[src/rtl/bcd_7seg_scan_driver.sv]
// Time-multiplexed N-digit BCD to 7-segment scan driver with a frame-aligned
// shadow/display register pair, leading-zero blanking and per-digit decimal point.
module bcd_7seg_scan_driver #(
    parameter int N_DIGITS       = 4,
    parameter int CLK_DIV        = 50000,
    parameter bit SEG_ACTIVE_LOW = 1'b1,
    parameter bit AN_ACTIVE_LOW  = 1'b1
) (
    input  logic                  clk,
    input  logic                  reset,
    input  logic [4*N_DIGITS-1:0] bcd_in,
    input  logic [N_DIGITS-1:0]   dp_in,
    input  logic                  load,
    input  logic                  lzb_en,
    output logic [6:0]            seg_out,
    output logic                  dp_out,
    output logic [N_DIGITS-1:0]   an_out,
    output logic                  frame_start
);

    localparam int PW = $clog2(CLK_DIV);
    localparam int IW = (N_DIGITS > 1) ? $clog2(N_DIGITS) : 1;
    localparam int BW = 4 * N_DIGITS;

    localparam logic [6:0]          SEG_OFF = {7{SEG_ACTIVE_LOW}};
    localparam logic                DP_OFF  = SEG_ACTIVE_LOW;
    localparam logic [N_DIGITS-1:0] AN_OFF  = {N_DIGITS{AN_ACTIVE_LOW}};

    logic [PW-1:0]       presc_q, presc_d;
    logic [IW-1:0]       idx_q, idx_d;
    logic [BW-1:0]       sh_bcd_q, sh_bcd_d;
    logic [N_DIGITS-1:0] sh_dp_q, sh_dp_d;
    logic [BW-1:0]       disp_bcd_q, disp_bcd_d;
    logic [N_DIGITS-1:0] disp_dp_q, disp_dp_d;
    logic                wrap_q, wrap_d;
    logic [6:0]          seg_q, seg_d;
    logic                dp_q, dp_d;
    logic [N_DIGITS-1:0] an_q, an_d;
    logic                frame_start_q, frame_start_d;

    logic                tick;
    logic                last_digit;
    logic                frame_end;
    logic [3:0]          cur_digit;
    logic                cur_dp;
    logic                blank;
    logic [N_DIGITS-1:0] an_raw;

    // Active-high segment pattern {a,b,c,d,e,f,g}; invalid codes show a dash.
    function automatic logic [6:0] bcd_to_seg(input logic [3:0] d);
        logic [6:0] s;
        case (d)
            4'd0:    s = 7'b1111110;
            4'd1:    s = 7'b0110000;
            4'd2:    s = 7'b1101101;
            4'd3:    s = 7'b1111001;
            4'd4:    s = 7'b0110011;
            4'd5:    s = 7'b1011011;
            4'd6:    s = 7'b1011111;
            4'd7:    s = 7'b1110000;
            4'd8:    s = 7'b1111111;
            4'd9:    s = 7'b1111011;
            default: s = 7'b0000001;
        endcase
        return s;
    endfunction

    always_comb begin
        tick       = (presc_q == PW'(CLK_DIV - 1));
        last_digit = (idx_q == IW'(N_DIGITS - 1));
        frame_end  = tick && last_digit;

        presc_d = tick ? '0 : presc_q + PW'(1);
        idx_d   = idx_q;
        if (tick) begin
            idx_d = last_digit ? '0 : idx_q + IW'(1);
        end

        sh_bcd_d = load ? bcd_in : sh_bcd_q;
        sh_dp_d  = load ? dp_in  : sh_dp_q;

        // Refreshing from the already-updated shadow gives the same-cycle load bypass.
        disp_bcd_d = frame_end ? sh_bcd_d : disp_bcd_q;
        disp_dp_d  = frame_end ? sh_dp_d  : disp_dp_q;

        wrap_d        = frame_end;
        frame_start_d = wrap_q;

        cur_digit = '0;
        cur_dp    = 1'b0;
        blank     = 1'b0;
        an_raw    = '0;
        for (int i = 0; i < N_DIGITS; i++) begin
            if (idx_q == IW'(i)) begin
                cur_digit = disp_bcd_q[4*i +: 4];
                cur_dp    = disp_dp_q[i];
                an_raw[i] = 1'b1;
                blank     = lzb_en && (i != 0);
                for (int j = i; j < N_DIGITS; j++) begin
                    if (disp_bcd_q[4*j +: 4] != 4'd0) begin
                        blank = 1'b0;
                    end
                end
            end
        end

        seg_d = (blank ? 7'b0000000 : bcd_to_seg(cur_digit)) ^ SEG_OFF;
        dp_d  = cur_dp ^ DP_OFF;
        an_d  = an_raw ^ AN_OFF;
    end

    always_ff @(posedge clk) begin
        if (reset) begin
            presc_q       <= '0;
            idx_q         <= '0;
            sh_bcd_q      <= '0;
            sh_dp_q       <= '0;
            disp_bcd_q    <= '0;
            disp_dp_q     <= '0;
            wrap_q        <= 1'b0;
            seg_q         <= SEG_OFF;
            dp_q          <= DP_OFF;
            an_q          <= AN_OFF;
            frame_start_q <= 1'b0;
        end else begin
            presc_q       <= presc_d;
            idx_q         <= idx_d;
            sh_bcd_q      <= sh_bcd_d;
            sh_dp_q       <= sh_dp_d;
            disp_bcd_q    <= disp_bcd_d;
            disp_dp_q     <= disp_dp_d;
            wrap_q        <= wrap_d;
            seg_q         <= seg_d;
            dp_q          <= dp_d;
            an_q          <= an_d;
            frame_start_q <= frame_start_d;
        end
    end

    assign seg_out     = seg_q;
    assign dp_out      = dp_q;
    assign an_out      = an_q;
    assign frame_start = frame_start_q;

endmodule

[config.mk]
export PLATFORM = sky130hd
export DESIGN_NAME = bcd_7seg_scan_driver
export DESIGN_NICKNAME = d
export VERILOG_FILES = /design/src/rtl/bcd_7seg_scan_driver.sv
export SDC_FILE = /design/constraint.sdc
export NUM_CORES = 1
export LEC_CHECK = 0
export CORE_ASPECT_RATIO = 1.25
export CORE_MARGIN = 5
export CORE_UTILIZATION = 35
export DETAILED_ROUTE_END_ITERATION = 8
export PLACE_DENSITY = 0.54
export SLEW_MARGIN = 20
export SYNTH_ARGS = -nofsm -noshare
export SYNTH_HDL_FRONTEND = slang
export SYNTH_SLANG_ARGS = --single-unit
[constraint.sdc]
create_clock -name clk -period 2.4 [get_ports clk]
set_input_delay 0.48 -clock clk [delete_from_list [all_inputs] [get_ports clk]]
set_output_delay 0.48 -clock clk [all_outputs]
set_load 0.05 [all_outputs]
# After elaboration in Yosys (flattened, before gate mapping)
# Memory sizes are Yosys's and may differ from the RTL's.
# Cells that the tools add are included.
totals:
  reg_bits: 72
  mem_bits_ro: 112
  in_bits: 24
  out_inout_bits: 13
  memories: 1
mem_list:
  columns: ["name", "depth", "word_bits", "rd", "rd_clocked_by_memory_dff", "write_ports", "line_no", "rtl"]
  rows:
  - ["(no name shown)", 16, 7, 1, 0, 0, "52", "case (d)"]
classes:
  add_sub_neg: 2
  n_eq_ne: 4
  n_mux: 25
  bitwise: 3
  n_reduce_logical: 6
ops:
  columns: ["op", "count"]
  rows:
  - ["4-bit two-way mux", 5]
  - ["1-bit two-way mux", 17]
  - ["16-bit by 1-bit adder with 16-bit output, second input constant", 1]
  - ["16-bit equality test, second input constant", 1]
  - ["16-bit two-way mux", 1]
  - ["4-bit nonzero test", 3]
  - ["7-bit two-way mux", 1]
  - ["7-bit inverter", 1]
  - ["2-bit equality test, second input constant", 2]
  - ["4-bit inverter", 1]
  - ["2-bit by 1-bit adder with 2-bit output, second input constant", 1]
  - ["2-bit by 1-bit equality test with 1-bit output, second input constant", 1]
  - ["2-bit zero test", 1]
  - ["2-bit two-way mux", 1]
  - ["2-bit OR reduction", 1]
  - ["1-bit logical AND", 1]
  - ["1-bit inverter", 1]

# Depth between registers and ports, before layout
# Gate-level depths: netlist (run 1).
logic_depth:
  ltp_word: 9
  mapped_depth: 10
  ltp_nobuf: 9

# Worst setup path before layout (run 1)
# OpenSTA, ideal clock, no wires.
synth_timing:
  path_kind: "reg-to-reg"
  from: "register idx_q[1]"
  to: "register seg_q[3] (netlist: seg_out[3])"
  arrival_ns: 1.952
  required_ns: 2.261
  setup_slack_ns: 0.309
  stages_incl_launch_ff: 10
  period_less_slack_ns: 2.091
  path_cell_list: "dfxtp_1 > inv_1 > ha_1 > buf_4 > nand3b_1 > a221oi_2 > inv_1 > ha_1 > nor4_1 > a31oi_1"
synth_via:
  elab_chain_cells: 8
  elab_cells_between_ends: 14
synth_rtl:
  columns: ["item", "line_no", "rtl"]
  rows:
  - ["start: declaration", "30", "logic [IW-1:0] idx_q, idx_d;"]
  - ["start signal: assignment", "127", "idx_q <= idx_d;"]
  - ["2-bit zero test", "94", "if (idx_q == IW'(i)) begin"]
  - ["4-bit two-way mux (4 in series)", "94", null]
  - ["memory 16 x 7 bit", null, null]
  - ["7-bit two-way mux *", "107", "seg_d = (blank ? 7'b0000000 : bcd_to_seg(cur_digit)) ^ SEG_OFF;"]
  - ["7-bit inverter (no source line) *", null, null]
  - ["end signal: assignment", "133", "seg_q <= seg_d;"]
  - ["end: declaration", "36", "logic [6:0] seg_q, seg_d;"]
# Every way passes the cells marked *; elsewhere a longest branch is shown, timed or not.
# A chain may end at the register's enable or synchronous reset.

# Final worst setup path (run 1)
layout_timing:
  from: "register idx_q[0]"
  to: "register seg_q[3] (netlist: seg_out[3])"
# The elaborated chain is that of the path after synthesis.

==> run metrics, run 1 <==
Period minus WS final around 2.2 ns; area grow syn2layout 24.5%; Clk pin slew, worst setup/hold paths 0.06 ns; final hold vios 0; post-synth cell types 54; first-pass GRT wire length 11700 um; die area 11100 um2; Fmax achieved 0.460 GHz; net switching share of the total power 23.8%; Netlist Area Pre-Place 3190 um2; Max transition margin 61.2%; via count approximately 2.4k; initial core utilization 35.4%; Synth Area per Inst 9.56 um2; Period Utilization, post-route 90.6%; Synth Register Bits 72; Final WS setup 0.226 ns; min-delay src frame_start_d$_SDFF_PP0_; Sink Count 72; Placed Cells 481; register area share after synthesis 45.1%; Worst VDD drop 0.348 mV; First-pass DRT Iterations 4; Post-Synthesis Cells 334; final std cells w/o fill 497; commonest non-fill, non-tap cell in the layout dfxtp_1; power density cells 665 nW/um2; Synth warnings 0; Vias/cell 4.84; worst skew pair latency 0.33 ns; die height roughly 120 um; Diodes inserted 0; crit end category flop; Top Ports 37; DR WL/cell 13.8 um; Core Rows 39; RSZ-0062 raised after global routing no; ys flop type dfxtp_1; Flop pwr share around 47%; GR Overflow Total 0; met1 Track Usage GR between 10% and 20%; Final ANT Viol Nets 0; Min-Delay Path Class flop to flop; largest fanout on the critical path 9; Setup TNS Final 0 ns; combinational power share 6.0%; Critical Path Start idx_q[0]$_SDFFE_PP0N_; DRC 0; Async SR Flop Fraction 0%; EDFF count, synth 0; max-slew violation count 0; R2R Path Start idx_q[0]$_SDFFE_PP0N_; CTS tree done; cts bufs inserted 9; CTS Buffer Depth 2; switching pwr 0.630 mW; DRT iter0 DRCs 92; core box area 9030 um2; port bufs 36; Post-CTS Hold Fix Bufs 0; outcome finished clean; dpl ws roughly 0.13 ns; P_int about 2.0 mW; Total Nets Final 403; Clk pwr share around 47%; commonest non-fill, non-tap cells in the layout dfxtp_1, clkdlybuf4s50_1, nor2_1, nand3_1, mux2i_1; share of cells above drive strength 1 around 13%; Final setup viols 0; Placed Area 3670 um2; Required @ worst endpoint 2.59 ns; CP arrival about 2.4 ns; Post-DP HPWL about 4700 um; Overall Global Routing Usage between 10% and 20%; Root Buffer clkbuf_16; Startpoint Class flop; H-tree depth 3; Leak between 1 and 1.5 nW; GR met3 Demand/Resource 3.52%; Routed WL slightly below 7000 um; fin area 3970 um2; WS Path Type flop to flop; most used routing layer met2; clk_skew about 0.011 ns; vias in the first global route 2431; Max Cap Viol 0; initial antenna violation count 0; M2 GR Usage between 20% and 30%; largest net degree at the start of global routing 54; synthesized net count 368; Die X between 90 and 100 um; gpl congestion 0.817; Slew @ Worst Pin 0.578 ns
==> metal layers <==
| metal | share of wire, % | routed length, um |
|---|---|---|
| met5 | 0 | 0 |
| met4 | 1.1 | 78 |
| met3 | 4.3 | 297 |
| met2 | 51 | 3470 |
| met1 | 44 | 3010 |
==> Yosys cell counts (7+ instances only) <==
cell type / count / share of area, %
ha_1: 10 / 3.9
dfxtp_1: 72 / 45
nand3_1: 22 / 3.4
o21ai_0: 19 / 3.0
buf_2: 8 / 1.3
xor2_1: 7 / 1.9
nand2b_1: 19 / 3.7
mux2i_1: 21 / 6.6
nand2_1: 11 / 1.3
inv_1: 9 / 1.1
nor2_1: 35 / 4.1
nor3_1: 7 / 1.1
==> cell families after synthesis <==
logic type      after synthesis  share of synthesized area (%)
compound gates               53                           11.6
xor+xnor                     11                           3.02
buf+inv                      30                           4.66
simple gates                135                           24.4
fa+ha+maj                    10                           3.92
flops                        72                           45.1
mux                          23                           7.29
==> cell type report <==
cell class / count / area [um2]
multi-input combinational: 232 / 1620
clock buffer: 9 / 225
inverter: 9 / 33.8
clock inverter: 7 / 55.1
fill: 893 / 5050
timing repair buffer: 45 / 440
sequential: 72 / 1440
tap: 123 / 154
==> through the flow <==
stage | utilization, % | power, mW | hold WS, ns
4_1_cts | 43.8 | 2.69 | 0.455
3_5_place_dp | 40.7 | 1.42 | 0.435
3_3_place_gp | 40.7 | 1.42 | 0.434
2_1_floorplan | - | 1.35 | 0.414
5_1_grt | 44.0 | 2.76 | 0.473
6_report | 44.0 | 2.64 | 0.446
==> critical path: stages (launching register included) <==
cell and delay, ns:
dfxtp_1 0.39, ha_1 0.43, a211oi_1 0.11, a221oi_2 0.31, inv_1 0.13, ha_1 0.32, nor4_1 0.29, a31oi_1 0.06
==> power by group through the flow <==
stage                     registers, mW  clock network [mW]  logic (mW)
after global placement             1.26                   0       0.160
after global routing               1.24                1.35       0.172
after detailed placement           1.26                   0       0.161
final                              1.24                1.25       0.159
after CTS                          1.24                1.29       0.161
after floorplan                    1.28                   0      0.0707
==> what timing repair did <==
| item | in CTS | in global routing |
|---|---|---|
| setup buffers | 0 | 0 |
| endpoints found under the setup margin | 0 | 2 |
| resized for setup | 0 | 5 |
| endpoints found under the hold margin | 0 | 0 |
==> registers in the layout, summed over array words and instances (netlist names) <==
name           flops
disp_dp_q          4
an_out             4
presc_q           16
disp_bcd_q        16
frame_start        1
sh_bcd_q          16
seg_out            7
sh_dp_q            4
frame_start_d      1
dp_out             1
idx_q              2
==> path summary, 6_finish.rpt <==
check                                 to  slack [ns]  cells past startpoint
hold reg to reg   frame_start$_SDFF_PP0_        0.45                      1
setup / recovery   seg_out[3]$_SDFF_PP1_        0.23                      7
hold / removal    frame_start$_SDFF_PP0_        0.45                      1
setup reg to reg   seg_out[3]$_SDFF_PP1_        0.23                      7
(Power assumes the default switching activity.)
==> inputs of run 2 (changes only) <==
- MAX_ROUTING_LAYER: unset -> met4
- SKIP_CTS_REPAIR_TIMING: unset -> 1
==> run 2 against run 1 <==
Design area unchanged. Worst setup slack barely moved. Power barely moved. Die area unchanged. Register-to-register slack is essentially flat. Global-route usage rose by 0.45 points. Critical path depth unchanged. Sequential share of layout area is the same. Clock skew grew 0.0013 ns. Critical path type unchanged. Largest power group unchanged. Highest routed layer unchanged.
==> run metrics, run 2 (same netlist as run 1, synthesis figures left out) <==
outcome finished clean; CP peak stage delay 0.42 ns (about the same); CP arrival 2.37 ns (about the same); crit end category flop; Required @ worst endpoint 2.60 ns (about the same); Top Ports 37 (unchanged); CTS Buffer Depth 2 (unchanged); gpl congestion 0.829 (+1.5%); Leak 1.48 nW (unchanged); final std cells w/o fill 497 (unchanged); top flop regs disp_bcd_q x16, presc_q x16, sh_bcd_q x16; Root Buffer clkbuf_16; final core utilization 44.0% (unchanged); initial antenna violation count 0 (unchanged); Fmax achieved 0.460 GHz (about the same); Die X 95.4 um (unchanged); Diodes inserted 0 (unchanged); die area 11100 um2 (unchanged); Final ANT Viol Nets 0 (unchanged); first-pass GRT wire length 11700 um (+0.12%); Startpoint Class flop; Min-Delay Path Class flop to flop; largest net degree at the start of global routing 54 (unchanged); die height 117 um (unchanged); Period Utilization, post-route 90.6% (about the same); max-slew violation count 0 (unchanged); Worst VDD drop 0.348 mV (about the same); First-pass DRT Iterations 4 (unchanged); DRC 0 (unchanged); Sink Count 72 (unchanged); Overall Global Routing Usage 13.8% (+0.45 points); Pwr Total 2.64 mW (about the same); WS Path Type flop to flop; GR Overflow Total 0 (unchanged); cts bufs inserted 9 (unchanged); CTS tree done; worst path cell trace ha_1 -> a211oi_1 -> a221oi_2 -> inv_1 -> ha_1 -> nor4_1 -> a31oi_1; most frequent CP cell ha_1; DR WL/cell 13.8 um (-0.22%); Vias/cell 4.88 (+0.79%); Post-DP HPWL 4730 um (unchanged); area grow syn2layout 24.5% (unchanged); final hold vios 0 (unchanged); Placed Area 3670 um2 (unchanged); share of cells above drive strength 1 12.6% (unchanged); largest fanout on the critical path 9 (unchanged); port bufs 36 (unchanged); Slew @ Worst Pin 0.570 ns (-0.00805 ns); fin area 3970 um2 (unchanged); commonest non-fill, non-tap cells in the layout dfxtp_1, clkdlybuf4s50_1, nor2_1, nand3_1, mux2i_1; power density cells 665 nW/um2 (about the same); Max Cap Viol 0 (unchanged); Crit-path slowest cell ha_1; Setup TNS Final 0 ns (unchanged); dpl ws 0.132 ns (unchanged); Total Nets Final 403 (unchanged); via count 2426 (+0.79%); smallest hold slack 0.450 ns (+0.00381 ns); commonest non-fill, non-tap cell in the layout dfxtp_1; vias in the first global route 2432 (+0.041%); RSZ-0062 raised after global routing no; clk_skew 0.0126 ns (+0.00133 ns); Placed Cells 481 (unchanged); Max transition margin 61.8% (+0.54 points); Final setup viols 0 (unchanged); Routed WL 6840 um (-0.22%); DRT iter0 DRCs 107 (+16%); core box area 9030 um2 (unchanged); Core Rows 39 (unchanged); initial core utilization 35.4% (unchanged); Final WS setup 0.225 ns (-0.000289 ns); Clk pin slew, worst setup/hold paths 0.06 ns (about the same); worst skew pair latency 0.34 ns (about the same); Period minus WS final 2.17 ns (+0.000289 ns); H-tree depth 3 (unchanged)
-- run 2: worst paths after layout --
check | from | to | slack [ns] | depth (start not counted)
max | idx_q[0]$_SDFFE_PP0N_ | seg_out[3]$_SDFF_PP1_ | 0.23 | 7
min | frame_start_d$_SDFF_PP0_ | frame_start$_SDFF_PP0_ | 0.45 | 1
max reg2reg | idx_q[0]$_SDFFE_PP0N_ | seg_out[3]$_SDFF_PP1_ | 0.23 | 7
min reg2reg | frame_start_d$_SDFF_PP0_ | frame_start$_SDFF_PP0_ | 0.45 | 1
-- run 2: layout make-up --
type                       instances  area, um2
sequential                        72       1440
tap                              123        154
clock buffer                       9        225
inverter                           9       33.8
fill                             893       5050
clock inverter                     7       55.1
multi-input combinational        232       1620
timing repair buffer              45        440
-- run 2: worst max-delay path: cells and delay by family, from the launching register on --
family	cells	cell delay [ns]
simple gates	1	0.29
compound gates	3	0.49
flops	1	0.39
fa+ha+maj	2	0.74
buf+inv	1	0.13
-- run 2: where the power goes --
group          switching [mW]  total (mW)  leakage (nW)  internal [mW]
sequential             0.0101        1.24         0.587           1.23
combinational          0.0784       0.158         0.764         0.0800
clock                   0.541        1.25         0.132          0.708
total                   0.630        2.64          1.48           2.01
-- run 2: routing by layer --
layer	wire length, um	vias to the layer above	GRT usage [%]
li1	-	1247	-
met1	3030	1143	15.2
met2	3480	30	24.1
met3	256	6	3.71
met4	70	0	4.74
met5	0	-	-
==> inputs of run 3 (changes only) <==
- CTS_CLUSTER_DIAMETER: unset -> 60
- HOLD_SLACK_MARGIN: unset -> 0.06
==> results of run 3 <==
No change in the layout: final DEF, timing and power equal those of run 2.
